`src/rtl/wb_pipe_if.sv`:
```
// wb_pipe_if: data-memory load handshake between the writeback pipe and memory.
// master = pipeline side (issues requests), slave = memory side (answers them).
interface wb_pipe_if;
  logic        dmem_req;
  logic [31:0] dmem_addr;
  logic        dmem_ready;
  logic [31:0] dmem_rdata;

  modport master (output dmem_req, output dmem_addr, input dmem_ready, input dmem_rdata);
  modport slave  (input dmem_req, input dmem_addr, output dmem_ready, output dmem_rdata);
endinterface

```
`src/rtl/wb_pipe.sv`:
```
// wb_pipe: EX/MEM and MEM/WB pipeline registers with a blocking load handshake
// and the GPR/CSR write ports.
// Optional feature: define WB_PERF_CNT_EN to add retire_cnt / stall_cnt outputs.
module wb_pipe (
  input  logic        clk,
  input  logic        rst,
  input  logic        ex_valid,
  input  logic        ex_rw,
  input  logic        ex_csrr,
  input  logic [4:0]  ex_rd,
  input  logic [4:0]  ex_rs3,
  input  logic [1:0]  ex_wbsel,
  input  logic [31:0] ex_aluout,
  input  logic [31:0] ex_pc4,
  input  logic [31:0] ex_csr_old,
  input  logic        flush,
  wb_pipe_if.master   dmem,
  output logic [4:0]  ex_mem_rd,
  output logic [4:0]  ex_mem_rs3,
  output logic        ex_mem_rw,
  output logic        ex_mem_csrr,
  output logic [1:0]  ex_mem_wbsel,
  output logic [31:0] ex_mem_aluout,
  output logic [4:0]  mem_wb_rd,
  output logic [4:0]  mem_wb_rs3,
  output logic        mem_wb_rw,
  output logic        mem_wb_csrr,
  output logic [31:0] mem_wb_wd,
  output logic [31:0] mem_wb_csr,
  output logic        rf_we,
  output logic [4:0]  rf_waddr,
  output logic [31:0] rf_wdata,
  output logic        csr_we,
  output logic [4:0]  csr_waddr,
  output logic [31:0] csr_wdata,
  output logic        stall_req
`ifdef WB_PERF_CNT_EN
  ,
  output logic [31:0] retire_cnt,
  output logic [31:0] stall_cnt
`endif
);

  localparam logic [1:0] WB_ALU  = 2'b00;
  localparam logic [1:0] WB_LOAD = 2'b01;
  localparam logic [1:0] WB_PC4  = 2'b10;
  localparam logic [1:0] WB_CSR  = 2'b11;

  typedef enum logic {ST_RUN, ST_WAIT} state_t;
  state_t state_reg, state_next;

  // EX/MEM: result_reg holds the selected result, alu_reg the raw ALU value
  // (load address / CSR new value).
  logic        em_valid_reg, em_rw_reg, em_csrr_reg;
  logic [4:0]  em_rd_reg, em_rs3_reg;
  logic [1:0]  em_wbsel_reg;
  logic [31:0] em_alu_reg, em_result_reg;
  logic [31:0] ex_result;

  logic        mw_rw_reg, mw_csrr_reg;
  logic [4:0]  mw_rd_reg, mw_rs3_reg;
  logic [31:0] mw_wd_reg, mw_csr_reg;

  logic        is_load;

  // Select the writeback value leaving EX; loads carry the address until MEM.
  always_comb begin
    ex_result = ex_aluout;
    case (ex_wbsel)
      WB_PC4:  ex_result = ex_pc4;
      WB_CSR:  ex_result = ex_csr_old;
      default: ex_result = ex_aluout;
    endcase
  end

  assign is_load        = em_valid_reg & (em_wbsel_reg == WB_LOAD);
  assign dmem.dmem_req  = is_load & ((state_reg == ST_RUN) | (state_reg == ST_WAIT));
  assign dmem.dmem_addr = em_alu_reg;
  assign stall_req      = dmem.dmem_req & ~dmem.dmem_ready;

  // Load-wait state register.
  always_ff @(posedge clk) begin
    if (rst) state_reg <= ST_RUN;
    else     state_reg <= state_next;
  end

  // Next state: enter WAIT on an unanswered request, leave it once memory answers.
  always_comb begin
    state_next = state_reg;
    case (state_reg)
      ST_RUN:  if (dmem.dmem_req & ~dmem.dmem_ready) state_next = ST_WAIT;
      ST_WAIT: if (dmem.dmem_ready) state_next = ST_RUN;
      default: state_next = ST_RUN;
    endcase
  end

  // EX/MEM capture; frozen while the load stalls, so flush cannot touch the held entry.
  always_ff @(posedge clk) begin
    if (rst) begin
      em_valid_reg  <= 1'b0;
      em_rw_reg     <= 1'b0;
      em_csrr_reg   <= 1'b0;
      em_rd_reg     <= 5'd0;
      em_rs3_reg    <= 5'd0;
      em_wbsel_reg  <= 2'd0;
      em_alu_reg    <= 32'd0;
      em_result_reg <= 32'd0;
    end else if (!stall_req) begin
      em_valid_reg  <= ex_valid & ~flush;
      em_rw_reg     <= ex_rw;
      em_csrr_reg   <= ex_csrr;
      em_rd_reg     <= ex_rd;
      em_rs3_reg    <= ex_rs3;
      em_wbsel_reg  <= ex_wbsel;
      em_alu_reg    <= ex_aluout;
      em_result_reg <= ex_result;
    end
  end

  assign ex_mem_rd     = em_rd_reg;
  assign ex_mem_rs3    = em_rs3_reg;
  assign ex_mem_rw     = em_valid_reg & em_rw_reg;
  assign ex_mem_csrr   = em_valid_reg & em_csrr_reg;
  assign ex_mem_wbsel  = em_wbsel_reg;
  assign ex_mem_aluout = em_result_reg;

  // MEM/WB: bubble while stalled, otherwise take EX/MEM with load data merged in.
  always_ff @(posedge clk) begin
    if (rst) begin
      mw_rw_reg   <= 1'b0;
      mw_csrr_reg <= 1'b0;
      mw_rd_reg   <= 5'd0;
      mw_rs3_reg  <= 5'd0;
      mw_wd_reg   <= 32'd0;
      mw_csr_reg  <= 32'd0;
    end else if (stall_req) begin
      mw_rw_reg   <= 1'b0;
      mw_csrr_reg <= 1'b0;
    end else begin
      mw_rw_reg   <= ex_mem_rw;
      mw_csrr_reg <= ex_mem_csrr;
      mw_rd_reg   <= em_rd_reg;
      mw_rs3_reg  <= em_rs3_reg;
      mw_wd_reg   <= (em_wbsel_reg == WB_LOAD) ? dmem.dmem_rdata : em_result_reg;
      mw_csr_reg  <= em_alu_reg;
    end
  end

  assign mem_wb_rd   = mw_rd_reg;
  assign mem_wb_rs3  = mw_rs3_reg;
  assign mem_wb_rw   = mw_rw_reg;
  assign mem_wb_csrr = mw_csrr_reg;
  assign mem_wb_wd   = mw_wd_reg;
  assign mem_wb_csr  = mw_csr_reg;

  // x0 is hardwired, so a write to it is dropped here.
  assign rf_we     = mw_rw_reg & (mw_rd_reg != 5'd0);
  assign rf_waddr  = mw_rd_reg;
  assign rf_wdata  = mw_wd_reg;
  assign csr_we    = mw_csrr_reg;
  assign csr_waddr = mw_rs3_reg;
  assign csr_wdata = mw_csr_reg;

`ifdef WB_PERF_CNT_EN
  logic        mw_valid_reg;
  logic [31:0] retire_cnt_reg, stall_cnt_reg;

  // MEM/WB valid bit, kept only for retirement counting.
  always_ff @(posedge clk) begin
    if (rst)            mw_valid_reg <= 1'b0;
    else if (stall_req) mw_valid_reg <= 1'b0;
    else                mw_valid_reg <= em_valid_reg;
  end

  // Free-running wrap-around performance counters.
  always_ff @(posedge clk) begin
    if (rst) begin
      retire_cnt_reg <= 32'd0;
      stall_cnt_reg  <= 32'd0;
    end else begin
      if (mw_valid_reg) retire_cnt_reg <= retire_cnt_reg + 32'd1;
      if (stall_req)    stall_cnt_reg  <= stall_cnt_reg + 32'd1;
    end
  end

  assign retire_cnt = retire_cnt_reg;
  assign stall_cnt  = stall_cnt_reg;
`endif

endmodule

```
`src/flat_wrapper.sv`:
```
// flat-port wrapper written by rule: the top's interface ports become plain ports
module wb_pipe_flat 
  (clk, rst, ex_valid, ex_rw, ex_csrr, ex_rd, ex_rs3, ex_wbsel, ex_aluout, ex_pc4, ex_csr_old, flush, ex_mem_rd, ex_mem_rs3, ex_mem_rw, ex_mem_csrr, ex_mem_wbsel, ex_mem_aluout, mem_wb_rd, mem_wb_rs3, mem_wb_rw, mem_wb_csrr, mem_wb_wd, mem_wb_csr, rf_we, rf_waddr, rf_wdata, csr_we, csr_waddr, csr_wdata, stall_req, dmem_dmem_req, dmem_dmem_addr, dmem_dmem_ready, dmem_dmem_rdata);
  wb_pipe_if dmem_i ();
  input  logic clk;
  input  logic rst;
  input  logic ex_valid;
  input  logic ex_rw;
  input  logic ex_csrr;
  input  logic [4:0] ex_rd;
  input  logic [4:0] ex_rs3;
  input  logic [1:0] ex_wbsel;
  input  logic [31:0] ex_aluout;
  input  logic [31:0] ex_pc4;
  input  logic [31:0] ex_csr_old;
  input  logic flush;
  output logic [4:0] ex_mem_rd;
  output logic [4:0] ex_mem_rs3;
  output logic ex_mem_rw;
  output logic ex_mem_csrr;
  output logic [1:0] ex_mem_wbsel;
  output logic [31:0] ex_mem_aluout;
  output logic [4:0] mem_wb_rd;
  output logic [4:0] mem_wb_rs3;
  output logic mem_wb_rw;
  output logic mem_wb_csrr;
  output logic [31:0] mem_wb_wd;
  output logic [31:0] mem_wb_csr;
  output logic rf_we;
  output logic [4:0] rf_waddr;
  output logic [31:0] rf_wdata;
  output logic csr_we;
  output logic [4:0] csr_waddr;
  output logic [31:0] csr_wdata;
  output logic stall_req;
  output wire logic [$bits(dmem_i.dmem_req)-1:0] dmem_dmem_req;
  output wire logic [$bits(dmem_i.dmem_addr)-1:0] dmem_dmem_addr;
  input wire logic [$bits(dmem_i.dmem_ready)-1:0] dmem_dmem_ready;
  input wire logic [$bits(dmem_i.dmem_rdata)-1:0] dmem_dmem_rdata;
  assign dmem_dmem_req = dmem_i.dmem_req;
  assign dmem_dmem_addr = dmem_i.dmem_addr;
  assign dmem_i.dmem_ready = dmem_dmem_ready;
  assign dmem_i.dmem_rdata = dmem_dmem_rdata;
  wb_pipe u_core (.clk(clk), .rst(rst), .ex_valid(ex_valid), .ex_rw(ex_rw), .ex_csrr(ex_csrr), .ex_rd(ex_rd), .ex_rs3(ex_rs3), .ex_wbsel(ex_wbsel), .ex_aluout(ex_aluout), .ex_pc4(ex_pc4), .ex_csr_old(ex_csr_old), .flush(flush), .dmem(dmem_i), .ex_mem_rd(ex_mem_rd), .ex_mem_rs3(ex_mem_rs3), .ex_mem_rw(ex_mem_rw), .ex_mem_csrr(ex_mem_csrr), .ex_mem_wbsel(ex_mem_wbsel), .ex_mem_aluout(ex_mem_aluout), .mem_wb_rd(mem_wb_rd), .mem_wb_rs3(mem_wb_rs3), .mem_wb_rw(mem_wb_rw), .mem_wb_csrr(mem_wb_csrr), .mem_wb_wd(mem_wb_wd), .mem_wb_csr(mem_wb_csr), .rf_we(rf_we), .rf_waddr(rf_waddr), .rf_wdata(rf_wdata), .csr_we(csr_we), .csr_waddr(csr_waddr), .csr_wdata(csr_wdata), .stall_req(stall_req));
endmodule
```
`config.mk`:
```
export PLATFORM = sky130hd
export DESIGN_NAME = wb_pipe_flat
export DESIGN_NICKNAME = d
export VERILOG_FILES = /design/src/rtl/wb_pipe_if.sv /design/src/rtl/wb_pipe.sv /design/src/flat_wrapper.sv
export SDC_FILE = /design/constraint.sdc
export NUM_CORES = 1
export LEC_CHECK = 0
export ABC_AREA = 0
export ABC_CLOCK_PERIOD_IN_PS = 1200
export CAP_MARGIN = 15
export CORE_AREA = 2 2 148 150
export CTS_CLUSTER_DIAMETER = 80
export DETAILED_ROUTE_END_ITERATION = 10
export DIE_AREA = 0 0 150 152
export PLACE_DENSITY = 0.75
export SLEW_MARGIN = 10
export SYNTH_ARGS = -nofsm -noshare
export SYNTH_HDL_FRONTEND = slang
export SYNTH_SLANG_ARGS = --single-unit
```
`constraint.sdc`:
```
create_clock -name clk -period 1.2 [get_ports clk]
set_clock_uncertainty 0.05 [all_clocks]
set_input_delay 0.24 -clock clk [delete_from_list [all_inputs] [get_ports clk]]
set_output_delay 0.24 -clock clk [all_outputs]
set_load 0.05 [all_outputs]
```
==> qor_table.md, run 1 <==
| Group | Item | Value |
|---|---|---|
| detailed routing | Vias post-DR | 9,030 |
| cells and area | Post-layout instance area | 0.0189 mm^2 |
| timing | Worst-margin pin slew | 0.571 ns |
| pwr | LEAKAGE | 8.14 nW |
| detailed routing | DRC viols | 0 |
| place | Port Buffer Count | 378 |
| critical path | Worst Setup Path Type | reg -> out |
| global route | Vias in the first global route | 9,392 |
| cells and area | Commonest cells after routing, fill and taps aside | 276 x sky130_fd_sc_hd__buf_12, 168 x sky130_fd_sc_hd__buf_4, 143 x sky130_fd_sc_hd__clkdlybuf4s50_1 |
| timing | Minimum period implied by the final worst setup slack | 1.94 ns |
| cells and area | Share of cells above drive strength 1 | 77.0% |
| floorplanning | Width of the die | 150 um |
| place | Placed Instance Area | 0.0133 mm^2 |
| cells and area | Growth of design area from synthesis to finish | 173% |
| cts | Maximum number of buffers from clock root to sink | 2 |
| critical path | Data arrival time at the worst-slack endpoint | 1.65 ns |
| min path | Type of the worst min-delay path | in -> reg |
| cts | Number of buffers created by CTS | 17 |
| timing | Total count of hold-check failures in the final report | 0 |
| critical path | Required @ worst endpoint | 0.91 ns |
| critical path | Slack of the worst reg-to-reg path | -0.54 ns |
| detailed routing | Average wire length per cell after detail routing | 27.7 um |
| run status | Status | finished, violations left |
| critical path | Cell at the slowest stage of the critical path | sky130_fd_sc_hd__or4_4 |
| detailed routing | Number of DRC markers in iteration 0 | 564 |
| logic synthesis | Proportion of synthesized chip area in sequential cells | 44.9% |
| job | Max-cap check violation count | 0 |
| logic synthesis | Post-Syn Area per Cell | 8.39 um^2 |
| place | Total half-perimeter wirelength after legalization and detailed placement | 20.2 mm |
| cts | Clock sink count | 155 |
| timing | Setup violations, final | 378 |
| logic synthesis | Flip-flop and latch count after synthesis | 155 |
| detailed routing | Total wire length after detailed routing | 45.6 mm |
| floorplanning | Total Die Area | 0.0228 mm^2 |
| cts | TritonCTS clock tree | done |
| timing | Slew margin rel. | 62.0% |
| floorplanning | Initial core utilization | 32.4% |
| run status | Failing checks | negative setup slack |
| timing | Period utilization | 161% |
| global route | Global route overflow | 0 |
| cells and area | Final nets | 1,497 |
| pwr | Power consumption | 18.5 mW |
| global route | Wire length of the first global-routing pass | 57.9 mm |
| cts | Root Driver | sky130_fd_sc_hd__clkbuf_16 |
| timing | Fin worst setup slack | -0.735 ns |
| pwr | Maximum vdd ir drop | 0.982 mV |
| cts | Clk pin slew, worst setup/hold paths | 0.07 ns |
| cells and area | Final standard cell count with taps included and fillers excluded | 1,646 |
| timing | Highest achievable clock rate | 517 MHz |
| logic synthesis | Post-synthesis instance area | 0.00692 mm^2 |
| critical path | Slowest Stage Delay on Critical Path | 0.51 ns |
| logic synthesis | Nets in the synthesized netlist | 972 |
| floorplanning | Top Ports | 379 |
| place | Number of cells in the design after placement | 1,404 |
| logic synthesis | Synth Instances | 825 |
| timing | Slew Limit Fails | 0 |
| place | Gp weighted congestion | 0.836 |
| global route | Tot GR Track Use | 33.6% |
| detailed routing | Initial DRT Pass Iterations | 5 |
| cells and area | Most common library cell in the layout ignoring fill and taps | sky130_fd_sc_hd__buf_12 |
| critical path | Crit path launch type | flop |
| detailed routing | Antenna-violating nets left | 0 |
| cells and area | Layout filler cell count | 735 |
| logic synthesis | Count of different cell masters after synthesis | 21 |
| cts | CTS H-tree lvls | 4 |
| detailed routing | Via density per instance | 5.49 |
| timing | RSZ-0062 raised after global routing | yes |
| logic synthesis | Synthesis warning total | 0 |
| global route | Maximum number of pins on one net before global-route repair | 76 |
| critical path | Maximum fanout along the worst path | 2 |
| cts | Worst-skew pair later-pin latency | 0.41 ns |
| global route | Number of antenna violations at the first check in global routing | 3 |
| place | Post-place setup slack | -0.548 ns |
| floorplanning | Std-Cell Core Area | 0.0214 mm^2 |
| critical path | Worst setup EP type | output port |
| cts | Cts hold-fix bufs | 0 |
| pwr | Power per unit of standard cell area | 981 mW/mm^2 |
| floorplanning | Row count | 54 |
| floorplanning | Floorplan die height | 152 um |
| critical path | Ordered cell list for the critical path | or4_4, o21a_4, buf_6 |
-- through the flow --
stage,utilization (%),hold slack [ns],setup TNS [ns]
detailed placement,62.1,0.399,-71.08
floorplan,-,0.330,-24.32
finish,88.4,0.0473,-60.86
global route,88.4,0.0412,-71.22
global placement,62.1,0.386,-66.34
CTS,82.1,0.0129,-73.58
-- cells by family after synthesis --
kind of cell / count (synthesis) / share of synthesized area (%)
simple gates: 280 / 15.7
flops: 155 / 44.9
compound gates: 184 / 16.8
mux: 64 / 9.26
buf+inv: 142 / 13.4
-- worst max-delay path: cells and delay by family (launching register included) --
family | cells | cell delay, ns
compound gates | 1 | 0.21
buf+inv | 1 | 0.15
flops | 1 | 0.35
simple gates | 1 | 0.51
-- cell usage after synthesis --
master                      number  share of area (%)
sky130_fd_sc_hd__clkbuf_4        1               0.11
sky130_fd_sc_hd__o21a_1          1               0.11
sky130_fd_sc_hd__buf_6           8                1.3
sky130_fd_sc_hd__a211o_1        32                4.1
sky130_fd_sc_hd__nor2b_1         1              0.090
sky130_fd_sc_hd__a211oi_1       32                3.5
sky130_fd_sc_hd__nor2_1         66                3.6
sky130_fd_sc_hd__dfxtp_1       155                 45
sky130_fd_sc_hd__nor3b_1         3               0.33
sky130_fd_sc_hd__buf_4          79                8.6
sky130_fd_sc_hd__clkbuf_1       26                1.4
sky130_fd_sc_hd__mux2i_1        64                9.3
sky130_fd_sc_hd__a21oi_1       109                7.9
sky130_fd_sc_hd__or4_1           1               0.11
sky130_fd_sc_hd__nand2_1       204                 11
sky130_fd_sc_hd__a21oi_2        10                1.3
sky130_fd_sc_hd__nand4bb_1       1               0.16
sky130_fd_sc_hd__nand2b_1        1              0.090
sky130_fd_sc_hd__inv_2           1              0.054
sky130_fd_sc_hd__buf_2          27                2.0
sky130_fd_sc_hd__and2_1          3               0.27
-- layer usage --
metal | vias up | track usage [%] | share of wire, %
li1 | 3771 | - | -
met1 | 4425 | 36.7 | 34
met2 | 614 | 59.1 | 52
met3 | 220 | 8.89 | 7.6
met4 | 0 | 16.9 | 6.8
met5 | - | 0 | 0
-- path summary, 6_finish.rpt --
path                                                          start                                    end  depth (start not counted)
worst max-delay path               u_core.mem_wb_rd[1]$_SDFFE_PP0N_                                  rf_we                          3
worst min-delay path                                            rst      u_core.ex_mem_rs3[3]$_SDFFE_PP0N_                          2
worst max register to register  u_core.ex_mem_wbsel[1]$_SDFFE_PP0N_  u_core.ex_mem_aluout[14]$_SDFFE_PP0N_                          8
worst min register to register        u_core.em_rw_reg$_SDFFE_PP0N_          u_core.em_rw_reg$_SDFFE_PP0N_                          2
-- final cells by class --
class | instances | area (um^2) | area share [%]
timing repair buffer | 647 | 9310 | 49.4
multi-input combinational | 528 | 4880 | 25.9
sequential | 155 | 3650 | 19.3
clock buffer | 20 | 447 | 2.37
tap | 280 | 350 | 1.86
clock inverter | 12 | 210 | 1.11
inverter | 1 | 8.76 | 0.0464
antenna | 3 | 7.51 | 0.0398
-- report_power, final --
group / internal [mW] / switching, mW / leakage (nW) / total (mW)
Combinational: 3.21 / 3.14 / 6.45 / 6.35
Clock: 3.79 / 2.49 / 0.309 / 6.28
Sequential: 5.36 / 0.531 / 1.38 / 5.89
-- what timing repair did --
item / in CTS / in global routing
cloned: 28 / 4
pin swaps: 166 / 153
setup endpoints to repair: 387 / 387
setup buffers: 134 / 67
resized for setup: 599 / 271
Note: power is estimated with default switching activity, not from simulation.
==> inputs of run 2 (changes only) <==
Settings changed: GPL_ROUTABILITY_DRIVEN set to 0.
==> results of run 2 <==
Final layout, timing and power as in run 1 (identical DEF).
